File: src/rtl/watch_time_set.sv
// watch_time_set: button-driven time/date editor, writer side of watch_time
// Snapshots cur_* on the first mode press, steps year..sec with mode, edits the
// current field with up/down, then strobes set_load for one cycle. Inactivity
// on the 1 Hz enable aborts the edit without a load.
// Ports:
//   clk, rst          clock, asynchronous active-low reset
//   clk1sec           1 Hz enable, one clk wide
//   btn_mode/up/down  raw button levels (synchronised here)
//   cur_*             running time from watch_time
//   set_*             edited time/date values
//   set_load          one-cycle strobe, set_* valid
//   set_active        high while editing a field
//   set_field         0 idle, 1 year .. 6 sec, 7 load
module watch_time_set #(
    parameter int YEAR_MIN    = 2000,
    parameter int YEAR_MAX    = 2099,
    parameter int TIMEOUT_SEC = 30
) (
    input  logic        clk,
    input  logic        rst,
    input  logic        clk1sec,
    input  logic        btn_mode,
    input  logic        btn_up,
    input  logic        btn_down,
    input  logic [13:0] cur_year,
    input  logic [7:0]  cur_month,
    input  logic [7:0]  cur_day,
    input  logic [7:0]  cur_hour,
    input  logic [7:0]  cur_min,
    input  logic [7:0]  cur_sec,
    output logic [13:0] set_year,
    output logic [7:0]  set_month,
    output logic [7:0]  set_day,
    output logic [7:0]  set_hour,
    output logic [7:0]  set_min,
    output logic [7:0]  set_sec,
    output logic        set_load,
    output logic        set_active,
    output logic [2:0]  set_field
);
    localparam int TW = $clog2(TIMEOUT_SEC + 1);

    typedef enum logic [2:0] {IDLE, S_YEAR, S_MONTH, S_DAY, S_HOUR, S_MIN, S_SEC, S_LOAD} state_t;

    state_t        state, state_nx;
    logic [2:0]    s1, s2, sd, p;
    logic          mode_p, up_p, dn_p, step;
    logic [TW-1:0] to_cnt, to_nx;
    logic [13:0]   y_nx;
    logic [7:0]    mo_nx, d_nx, h_nx, mi_nx, s_nx, dmax;

    function automatic logic [7:0] dim(input logic [7:0] m, input logic [13:0] y);
        logic leap;
        leap = (y[1:0] == 2'd0) && ((y % 14'd100 != 14'd0) || (y % 14'd400 == 14'd0));
        return (m == 8'd2) ? (leap ? 8'd29 : 8'd28) :
               (m == 8'd4 || m == 8'd6 || m == 8'd9 || m == 8'd11) ? 8'd30 : 8'd31;
    endfunction

    function automatic logic [7:0] wrap(input logic [7:0] v, input logic [7:0] lo,
                                        input logic [7:0] hi, input logic up);
        return up ? ((v >= hi) ? lo : v + 8'd1) : ((v <= lo) ? hi : v - 8'd1);
    endfunction

    // bit 2 mode, bit 1 up, bit 0 down; pulse on the synchronised rising edge
    assign p      = s2 & ~sd;
    assign mode_p = p[2];
    assign up_p   = p[1] & ~p[0];
    assign dn_p   = p[0] & ~p[1];
    assign step   = ~mode_p & (up_p | dn_p);

    assign set_load   = (state == S_LOAD);
    assign set_active = (state != IDLE) && (state != S_LOAD);
    assign set_field  = state;

    always_ff @(posedge clk or negedge rst) begin
        if (!rst) begin
            s1 <= '0;
            s2 <= '0;
            sd <= '0;
        end else begin
            s1 <= {btn_mode, btn_up, btn_down};
            s2 <= s1;
            sd <= s2;
        end
    end

    always_comb begin
        state_nx = state;
        to_nx    = to_cnt;
        y_nx     = set_year;
        mo_nx    = set_month;
        d_nx     = set_day;
        h_nx     = set_hour;
        mi_nx    = set_min;
        s_nx     = set_sec;
        dmax     = 8'd31;
        case (state)
            IDLE: if (mode_p) begin
                state_nx = S_YEAR;
                to_nx    = '0;
                y_nx     = cur_year;
                mo_nx    = cur_month;
                d_nx     = cur_day;
                h_nx     = cur_hour;
                mi_nx    = cur_min;
                s_nx     = cur_sec;
            end
            S_LOAD: state_nx = IDLE;
            default: begin
                if (mode_p)
                    state_nx = state_t'(state + 3'd1);
                if (step) begin
                    case (state)
                        S_YEAR:  y_nx = up_p ? ((set_year >= 14'(YEAR_MAX)) ? 14'(YEAR_MIN) : set_year + 14'd1)
                                             : ((set_year <= 14'(YEAR_MIN)) ? 14'(YEAR_MAX) : set_year - 14'd1);
                        S_MONTH: mo_nx = wrap(set_month, 8'd1, 8'd12, up_p);
                        S_DAY:   d_nx  = wrap(set_day, 8'd1, dim(set_month, set_year), up_p);
                        S_HOUR:  h_nx  = wrap(set_hour, 8'd0, 8'd23, up_p);
                        S_MIN:   mi_nx = wrap(set_min, 8'd0, 8'd59, up_p);
                        default: s_nx  = wrap(set_sec, 8'd0, 8'd59, up_p);
                    endcase
                    // a year or month change must never leave the day past month end
                    dmax = dim(mo_nx, y_nx);
                    if ((state == S_YEAR || state == S_MONTH) && set_day > dmax)
                        d_nx = dmax;
                end
                // any button pulse restarts the inactivity window, even on a tick
                if (|p)
                    to_nx = '0;
                else if (clk1sec) begin
                    to_nx = (to_cnt == TW'(TIMEOUT_SEC - 1)) ? '0 : to_cnt + 1'b1;
                    if (to_cnt == TW'(TIMEOUT_SEC - 1))
                        state_nx = IDLE;
                end
            end
        endcase
    end

    always_ff @(posedge clk or negedge rst) begin
        if (!rst) begin
            state     <= IDLE;
            to_cnt    <= '0;
            set_year  <= 14'd2000;
            set_month <= 8'd1;
            set_day   <= 8'd1;
            set_hour  <= 8'd0;
            set_min   <= 8'd0;
            set_sec   <= 8'd0;
        end else begin
            state     <= state_nx;
            to_cnt    <= to_nx;
            set_year  <= y_nx;
            set_month <= mo_nx;
            set_day   <= d_nx;
            set_hour  <= h_nx;
            set_min   <= mi_nx;
            set_sec   <= s_nx;
        end
    end
endmodule

File: config.mk
export PLATFORM = sky130hd
export DESIGN_NAME = watch_time_set
export DESIGN_NICKNAME = d
export VERILOG_FILES = /design/src/rtl/watch_time_set.sv
export SDC_FILE = /design/constraint.sdc
export NUM_CORES = 1
export LEC_CHECK = 0
export ABC_AREA = 1
export CAP_MARGIN = 15
export CORE_MARGIN = 2
export CORE_UTILIZATION = 55
export CTS_BUF_LIST = sky130_fd_sc_hd__clkbuf_4 sky130_fd_sc_hd__clkbuf_8
export CTS_CLUSTER_DIAMETER = 60
export DETAILED_ROUTE_END_ITERATION = 10
export PLACE_DENSITY = 0.81
export SYNTH_ARGS = -nofsm -noshare
export SYNTH_HDL_FRONTEND = slang
export SYNTH_SLANG_ARGS = --single-unit
File: constraint.sdc
create_clock -name clk -period 17.1 [get_ports clk]
set_input_delay 3.42 -clock clk [delete_from_list [all_inputs] [get_ports clk]]
set_output_delay 3.42 -clock clk [all_outputs]
set_load 0.01 [all_outputs]
==> run metrics, run 1 <==
Post-Synth XOR/XNOR Area 0.03107; via total after detailed routing 9162; synthesized flop and latch total 71; WL per Instance between 10 and 15 um; RSZ-0062 raised after global routing no; routed wl met2 11.06 mm; DR pass1 iterations 10; post-synthesis cell type count 57; period utilization 0.4420; Final TNS setup 0 ns; Top Ports around 120; main combinational cell family by area after synthesis simple AND/OR/NAND/NOR gates; layout cells sized above 1 0.1390; global-route wire length before repair 39.26 mm; synthesized area about 0.0085 mm^2; Synth Area in Compound Gates 0.1808; num rows 45; synth-to-layout area growth 17.16%; critical path's most frequent cell nand2_1; origin of the worst setup path sd[0]; Initial Utilization 0.5604; Final min period 7.559 ns; vias in the first global route 8666; post-DP HPWL 17.46 mm; Clock Latency Late Sink 0.39 ns; met1 wire length a little over 10 mm; Die X 128 um; htree depth 3; largest net degree at the start of global routing 72; Ys Warns 0; total setup buffers inserted after CTS 0; commonest register cell after synthesis dfrtp_1; highest-count cells in the layout ignoring fill and taps 275 x nand2_1, 152 x inv_1, 135 x nor2_1, 117 x clkdlybuf4s50_1, 107 x nand3_1; Final setup viols 0; CP Launch Type flop; WL met3 1.691 mm; Adder-Cell Fraction of Synth Area 0.04882; f_max ~0.13 GHz; Worst Skew 0.01503 ns; Seq/Total Area, Yosys 0.2113; cts hold-fix bufs 0; post-CTS sizing 0; clock slew at reported path FFs 0.10 ns; commonest non-fill, non-tap cell in the layout nand2_1; highest routing layer actually used met4; Synth Area in Simple Gates 0.4202; Fill cells 1403; crit path max fanout 31; worst r2r src sd[0]; ys async rst share 1.000; vias per cell 5.684; CTS tree done; CTS Buf Count 9; Clock Sinks 71; post-synthesis cell count 1323; Slew @ Worst Pin roughly 0.95 ns; die area approximately 0.016 mm^2; DRT Wirelength 23.23 mm; multiplexer area fraction after synthesis 0; Final Hold Viols 0; relative slew slack 0.3636; CP peak stage delay 0.64 ns; antenna-violating nets left 0; status finished, violations left; Core Area 0.01509 mm^2; total gr overflow 0; DRC violations left 1; ANT cells 0; clk buf depth 2; MaxCap Viol Count 0; Synth Area per Inst ~6.4 um^2; DRT iter0 DRCs between 700 and 800; initial antenna violation count 0; required time worst endpoint 17.42 ns; crit path max-delay cell type inv_1; crit end category flop; Die Y between 100 and 150 um; Hold Crit Class flop to flop; final slew viol count 0; PortBufs 118; total track usage 0.2885; syn nets 1416; fin util 0.6566; WS Path Type flop to flop; Post-synth EDFFs 0; Worst EP arrival a little under 8 ns; gpl congestion ~1; CTS root buffer clkbuf_8; min-delay src s1[1]; nets 1512; failing checks design-rule violations
[state kept, by name, indices dropped and copies added, names as in the netlist]
register	flops
sd	3
s2	3
set_month	8
to_cnt	5
set_year	14
set_field	3
set_hour	8
set_min	8
s1	3
set_sec	8
set_day	8
[final timing paths]
path                          endpoint  slack, ns  cells past startpoint
setup / recovery            set_day[0]       9.54                     60
hold / removal                   s2[1]       0.36                      0
setup reg to reg            set_day[0]       9.54                     60
hold reg to reg                  s2[1]       0.36                      0
max in group asynchronous  set_year[2]      13.31                      1
min in group asynchronous   set_day[3]       3.15                      1
[Yosys cell counts (2+ instances only)]
cell      number  share of area
nand2_1      275           0.12
inv_1        152          0.067
nor2_1       137          0.061
nand3_1      107          0.063
o21ai_0      102          0.060
dfrtp_1       63           0.19
nand2_2       58          0.043
a21oi_1       49          0.029
ha_1          33          0.049
o22ai_1       33          0.024
nand2_4       26          0.035
nand4_1       26          0.019
clkbuf_1      24          0.011
xor2_1        24          0.025
inv_2         22         0.0098
nor3_1        22          0.013
nor2_2        17          0.013
a31oi_1       15          0.011
nand3_2       13          0.015
o211ai_1      13          0.012
a22oi_1       10         0.0089
dfstp_2        8          0.025
nor2_4         8          0.011
buf_6          7         0.0093
o21ai_1        7         0.0041
clkinv_1       6         0.0027
xnor2_1        6         0.0062
a211oi_1       5         0.0044
inv_4          5         0.0037
buf_2          4         0.0024
o41ai_1        4         0.0041
a32oi_1        3         0.0031
nor4_1         3         0.0022
o31ai_1        3         0.0027
a21o_1         2         0.0018
a21oi_2        2         0.0021
nand3_4        2         0.0041
nand4_2        2         0.0030
nand4_4        2         0.0050
nor2_8         2         0.0047
nor3b_1        2         0.0018
o21ai_2        2         0.0021
o32ai_1        2         0.0021
or2_2          2         0.0015
[layer usage]
metal  vias up  track usage
li1       4581            -
met1      4223       0.3642
met2       316       0.4961
met3        42      0.05968
met4         0      0.08985
met5         -            0
[worst max-delay path: cells and delay by family (launching register included)]
family | cells | cell delay (ns)
buffers and inverters | 8 | 1.60
AO/OA/AOI/OAI | 5 | 0.54
AND/OR/NAND/NOR | 45 | 4.48
flip-flops | 1 | 0.37
adder cells (fa/ha/maj) | 2 | 0.48
[through the flow]
stage | hold WS, ns | setup WS, ns | cell area (um^2) | instances
final | 0.3569 | 9.541 | 9908 | 1612
after global routing | 0.3652 | 8.741 | 9908 | 1612
after CTS | 0.3616 | 9.427 | 9901 | 1611
after detailed placement | 0.3387 | 9.483 | 9708 | 1595
after global placement | 0.3325 | 9.800 | 9708 | 1595
after floorplan | 0.3312 | 11.12 | 8457 | 1323
[cell families after synthesis]
kind of cell,count (synthesis)
AOI/OAI and AO/OA,260
xor gates and xnor gates,30
buffers and inverters,223
adders and majority gates,33
and+or+nand+nor,706
DFF,71
[cell type report]
| type | instances | area (um^2) | share of cell area |
|---|---|---|---|
| clock buffers | 9 | 123.9 | 0.01250 |
| clock inverters | 7 | 68.82 | 0.006945 |
| inverters | 186 | 711.9 | 0.07185 |
| multi-input cells | 1029 | 5773 | 0.5826 |
| flip-flops and latches | 71 | 1787 | 0.1803 |
| well taps | 188 | 235.2 | 0.02374 |
| repair buffers | 122 | 1209 | 0.1220 |
Power of run 1 is left out: the tool's default activity adds up to more than one toggle a clock period on the data nets, which glitch-free logic cannot reach.
==> run 2, diff against run 1 <==
- CORE_UTILIZATION: 55 -> 52
- clock period: 17.1 -> 6.49 ns (I/O delays scaled with it)
==> run 2 against run 1 <==
  * The flow finishes with violations (negative setup slack)
  * Die area grew 5.6%
  * Register-to-register slack worse by 9.6 ns
  * Cell area increased by 11%
  * Fmax up 16%
  * Sequential cell count unchanged
  * Critical path depth is 1 lower
  * Clock skew is 0.0013 ns lower
  * First-iteration DRC count increased by 5.8%
  * Highest routed layer unchanged
==> run metrics, run 2 (same netlist as run 1, synthesis figures left out) <==
Hold Path Depth 0; crit path max fanout 7; Slew @ Worst Pin between 0.9 and 1 ns; crit end category flop; DP Area 0.009901 mm^2; f_max 0.1532 GHz; min-delay src s1[2]; Clock Latency Late Sink 0.38 ns; WS Path Type flop to flop; Worst path depth approximately 60; clock slew at reported path FFs 0.08 ns; Inst Count DP 1643; Design Area, Final between 0.01 and 0.015 mm^2; total gr overflow 0; initial antenna violation count 0; htree depth 3; CTS root buffer clkbuf_8; layout cells sized above 1 0.2234; DRC violations left 0; cell count of the worst reg-to-reg path between 50 and 60; Worst Skew 0.01369 ns; Buf+Inv Stages, Crit Path 2; DRT Wirelength approximately 26 mm; Endpoint, Worst Hold s2[2]; vias per cell 5.723; DRT iter0 DRCs 837; highest-count cells in the layout ignoring fill and taps 246 x nand2_1, 148 x inv_1, 127 x nor2_1, 117 x clkdlybuf4s50_1, 94 x nand3_1; Worst EP arrival around 6.8 ns; DR pass1 iterations 6; Initial Utilization 0.5324; die area 0.01730 mm^2; final slew viol count 0; worst r2r src set_year[6]; WL per Instance 15.25 um; status finished, violations left; PortBufs about 120; Final min period 6.527 ns; gpl congestion about 0.95; Final TNS setup -0.1557 ns; crit path max-delay cell type dfstp_2; max reg flops 14; antenna-violating nets left 0; reg2reg setup slack -0.04 ns; RSZ-0062 raised after global routing yes; required time worst endpoint 6.75 ns; period utilization 1.006; Top Ports 119; cts hold-fix bufs 0; Setup WS post-layout -0.03703 ns; Core Area 0.01589 mm^2; CP peak stage delay 0.63 ns; CTS Buf Count 9; Hold Crit Class flop to flop; MaxCap Viol Count 0; fin cells 1702; commonest non-fill, non-tap cell in the layout nand2_1; global-route wire length before repair 40.47 mm; Clock Sinks 71; post-DP HPWL 17.96 mm; CTS tree done; vias in the first global route 8820; reg-to-reg endpoint set_day[5]; ANT cells 0; most flop-heavy register set_year; synth-to-layout area growth 29.69%; Die Y between 100 and 150 um; failing checks negative setup slack; via total after detailed routing 9740; nets between 1500 and 2000; CP Launch Type flop; worst slack, placed -0.06285 ns; num rows 46; Top delay family on crit path simple AND/OR/NAND/NOR gates; Final Hold Viols 0; relative slew slack 0.3619; critical path's most frequent cell nand2_4; Die X 131.5 um; largest net degree at the start of global routing 72; total track usage 0.2760; clk buf depth 2; Final setup viols 6
[run 2: changes by cell type in the layout (fill, tap and decap cells not counted), sizes merged]
cell,previous run,this run
clkbuf,9,13
inv,186,179
buf,5,66
bufinv,0,2
clkinv,7,8
clkinvlp,0,1
[run 2: through the flow]
stage	hold WS (ns)	util
after floorplan	0.3312	-
after global routing	0.3694	0.6905
after detailed placement	0.3410	0.6233
final	0.3553	0.6905
after global placement	0.3395	0.6233
after CTS	0.3597	0.6399
[run 2: worst max-delay path by stage]
stage | from | slack [ns] | to
after detailed placement | set_year[1] | -0.06 | set_day[0]
after floorplan | set_field[1] | 0.51 | set_day[0]
final | set_year[6] | -0.04 | set_day[5]
after global routing | s2[1] | -0.47 | set_day[2]
after global placement | set_field[1] | 0.21 | set_day[0]
after CTS | set_year[1] | 0.02 | set_day[0]
[run 2: cell type report]
| class | instances | area (um^2) |
|---|---|---|
| Tap cell | 216 | 270.3 |
| Inverter | 186 | 723.2 |
| Clock inverter | 4 | 77.57 |
| Fill cell | 1334 | 4917 |
| Timing Repair Buffer | 184 | 1708 |
| Clock buffer | 12 | 158.9 |
| Sequential cell | 71 | 1792 |
| Multi-Input combinational cell | 1029 | 6238 |
[run 2: repair_timing]
action | 4_1_cts | 5_1_grt
gates resized for setup | 4 | 132
setup endpoints to repair | 6 | 8
buffers inserted | 2 | 41
pin swaps | 0 | 60
[run 2: metal layers]
metal  vias up  track usage  routed length (um)
li1       4712            -                   -
met1      4525       0.3433               10410
met2       448       0.4785               12610
met3        55      0.06250                2249
met4         0      0.07790                 685
met5         -            0                   0
Power of run 2 is left out for the same reason.
==> run 3, diff against run 2 <==
- TNS_END_PERCENT: default -> 20
==> run 3 against run 2 <==
  * Core utilization is 0.89 points lower
  * Sequential share of layout area rose by 0.21 points
  * Fmax up 0.89%
  * Final cell count shrank 0.47%
  * Worst hold slack hardly changed
  * Non-clock buffer count is 8 lower
  * Register-to-register slack improved by 0.06 ns
  * The run now ends clean
  * Routed wire length is 1.6% lower
  * Via count is 0.92% lower
  * Critical endpoint unchanged
  * Cell area decreased by 1.3%
  * Global-route usage is the same
  * Count of clock-buffer cells in the layout is the same
==> run metrics, run 3 (same netlist as run 1, synthesis figures left out) <==
status finished, final reports clean; DRC violations left 0; vias in the first global route 8820; CTS Buf Count 9; min-delay src s1[2]; fin cells 1694; clock slew at reported path FFs 0.08 ns; clk buf depth 2; MaxCap Viol Count 0; highest-count cells in the layout ignoring fill and taps 256 x nand2_1, 149 x inv_1, 128 x nor2_1, 117 x clkdlybuf4s50_1, 98 x nand3_1; total gr overflow 0; met3 Resource Use GR 0.06250; crit end category flop; layout cells sized above 1 0.2077; Die X 131.5 um; CTS root buffer clkbuf_8; initial antenna violation count 0; reg-to-reg endpoint set_day[5]; total track usage 0.2760; CP Launch Type flop; Endpoint, Worst Hold s2[2]; reg2reg setup slack just over 0.02 ns; period utilization 0.9968; origin of the worst setup path set_year[6]; cell count of the worst reg-to-reg path 59; CP peak stage delay 0.63 ns; Core Area ~0.016 mm^2; post-DP HPWL 17.96 mm; relative slew slack 0.3640; DR pass1 iterations 6; worst r2r src set_year[6]; Final TNS setup 0 ns; DP Area around 0.0099 mm^2; synth-to-layout area growth 28.02%; via total after detailed routing a little under 10000; Final Hold Viols 0; nets 1566; Hold Path Depth 0; Fill cells 1337; antenna-violating nets left 0; Clock Latency Late Sink between 0.3 and 0.4 ns; num rows 46; final slew viol count 0; GR peak layer met2; Clock Sinks 71; max reg flops 14; met2 usage 0.4785; area of the multi-input gates 0.006165 mm^2; required time worst endpoint 6.75 ns; Final min period 6.469 ns; DRT iter0 DRCs 841; WL per Instance about 15 um; Die Y 131.5 um; Final setup viols 0; gpl congestion 0.9510; Register Area 0.001792 mm^2; Initial Utilization 0.5324; Design Area, Final about 0.011 mm^2; f_max ~0.15 GHz; crit path max-delay cell type dfstp_2; Inst Count DP 1643; RSZ-0062 raised after global routing yes; critical path's most frequent cell nand2_4; met1 Use GR 0.3433; DRT Wirelength ~26 mm; Top Ports 119; crit path max fanout 7; WS Path Type flop to flop; CTS tree done; commonest non-fill, non-tap cell in the layout nand2_1; Hold Crit Class flop to flop; most flop-heavy register set_year; global-route wire length before repair 40.47 mm; vias per cell 5.697; htree depth 3; largest net degree at the start of global routing between 70 and 80; Worst Skew 0.01435 ns; Slew @ Worst Pin 0.9539 ns; PortBufs 118; die area roughly 0.017 mm^2; Worst EP arrival 6.73 ns; fin util 0.6816; ANT cells 0
run 3: changes by cell type in the layout (fill, tap and decap cells not counted), moves of 2 or more:
cell     change
nand2_2      -7
o21ai_0      +2
buf_4        -6
nand2_4      -3
nand3_2      -3
nand3_1      +4
nand2_1     +10
buf_6        -2
run 3: area by class of cell:
cell class                      count  share of cell area
Clock inverter                      4            0.007165
Tap cell                          216             0.02496
Timing Repair Buffer              176              0.1515
Multi-Input combinational cell   1029              0.5694
Sequential cell                    71              0.1655
Inverter                          186             0.06680
Clock buffer                       12             0.01468
run 3: layer usage:
metal  part of all wire  vias to the layer above
met5                  0                        -
met4              0.029                        0
met3              0.083                       71
met2               0.48                      439
met1               0.41                     4446
li1                   -                     4694
run 3: how the worst max path moves through the flow:
stage	to	depth (start not counted)	slack [ns]
finish	set_day[5]	59	0.02
global route	set_day[3]	58	-0.40
CTS	set_day[0]	55	0.02
detailed placement	set_day[0]	55	-0.06
global placement	set_day[0]	56	0.21
floorplan	set_day[0]	53	0.51
run 3: critical path: cells and delay by family, from the launching register on:
| kind | cells | cell delay [ns] |
|---|---|---|
| AND/OR/NAND/NOR | 51 | 4.42 |
| AO/OA/AOI/OAI | 5 | 0.75 |
| flip-flops | 1 | 0.63 |
| adder cells (fa/ha/maj) | 1 | 0.29 |
| buffers and inverters | 2 | 0.21 |
run 3: metrics by stage:
step	hold slack [ns]	setup WS [ns]
2_1_floorplan	0.3312	0.5100
3_3_place_gp	0.3395	0.2115
3_5_place_dp	0.3410	-0.06285
4_1_cts	0.3597	0.02251
5_1_grt	0.3694	-0.4035
6_report	0.3557	0.02061
run 3: repair_timing:
action	4_1_cts	5_1_grt
hold buffers	0	0
gates resized for setup	4	107
hold endpoints to repair	0	0
endpoints found under the setup margin	6	8
pin swaps	0	43
buffers inserted	2	33
gates cloned	0	0
Power of run 3 is left out for the same reason.
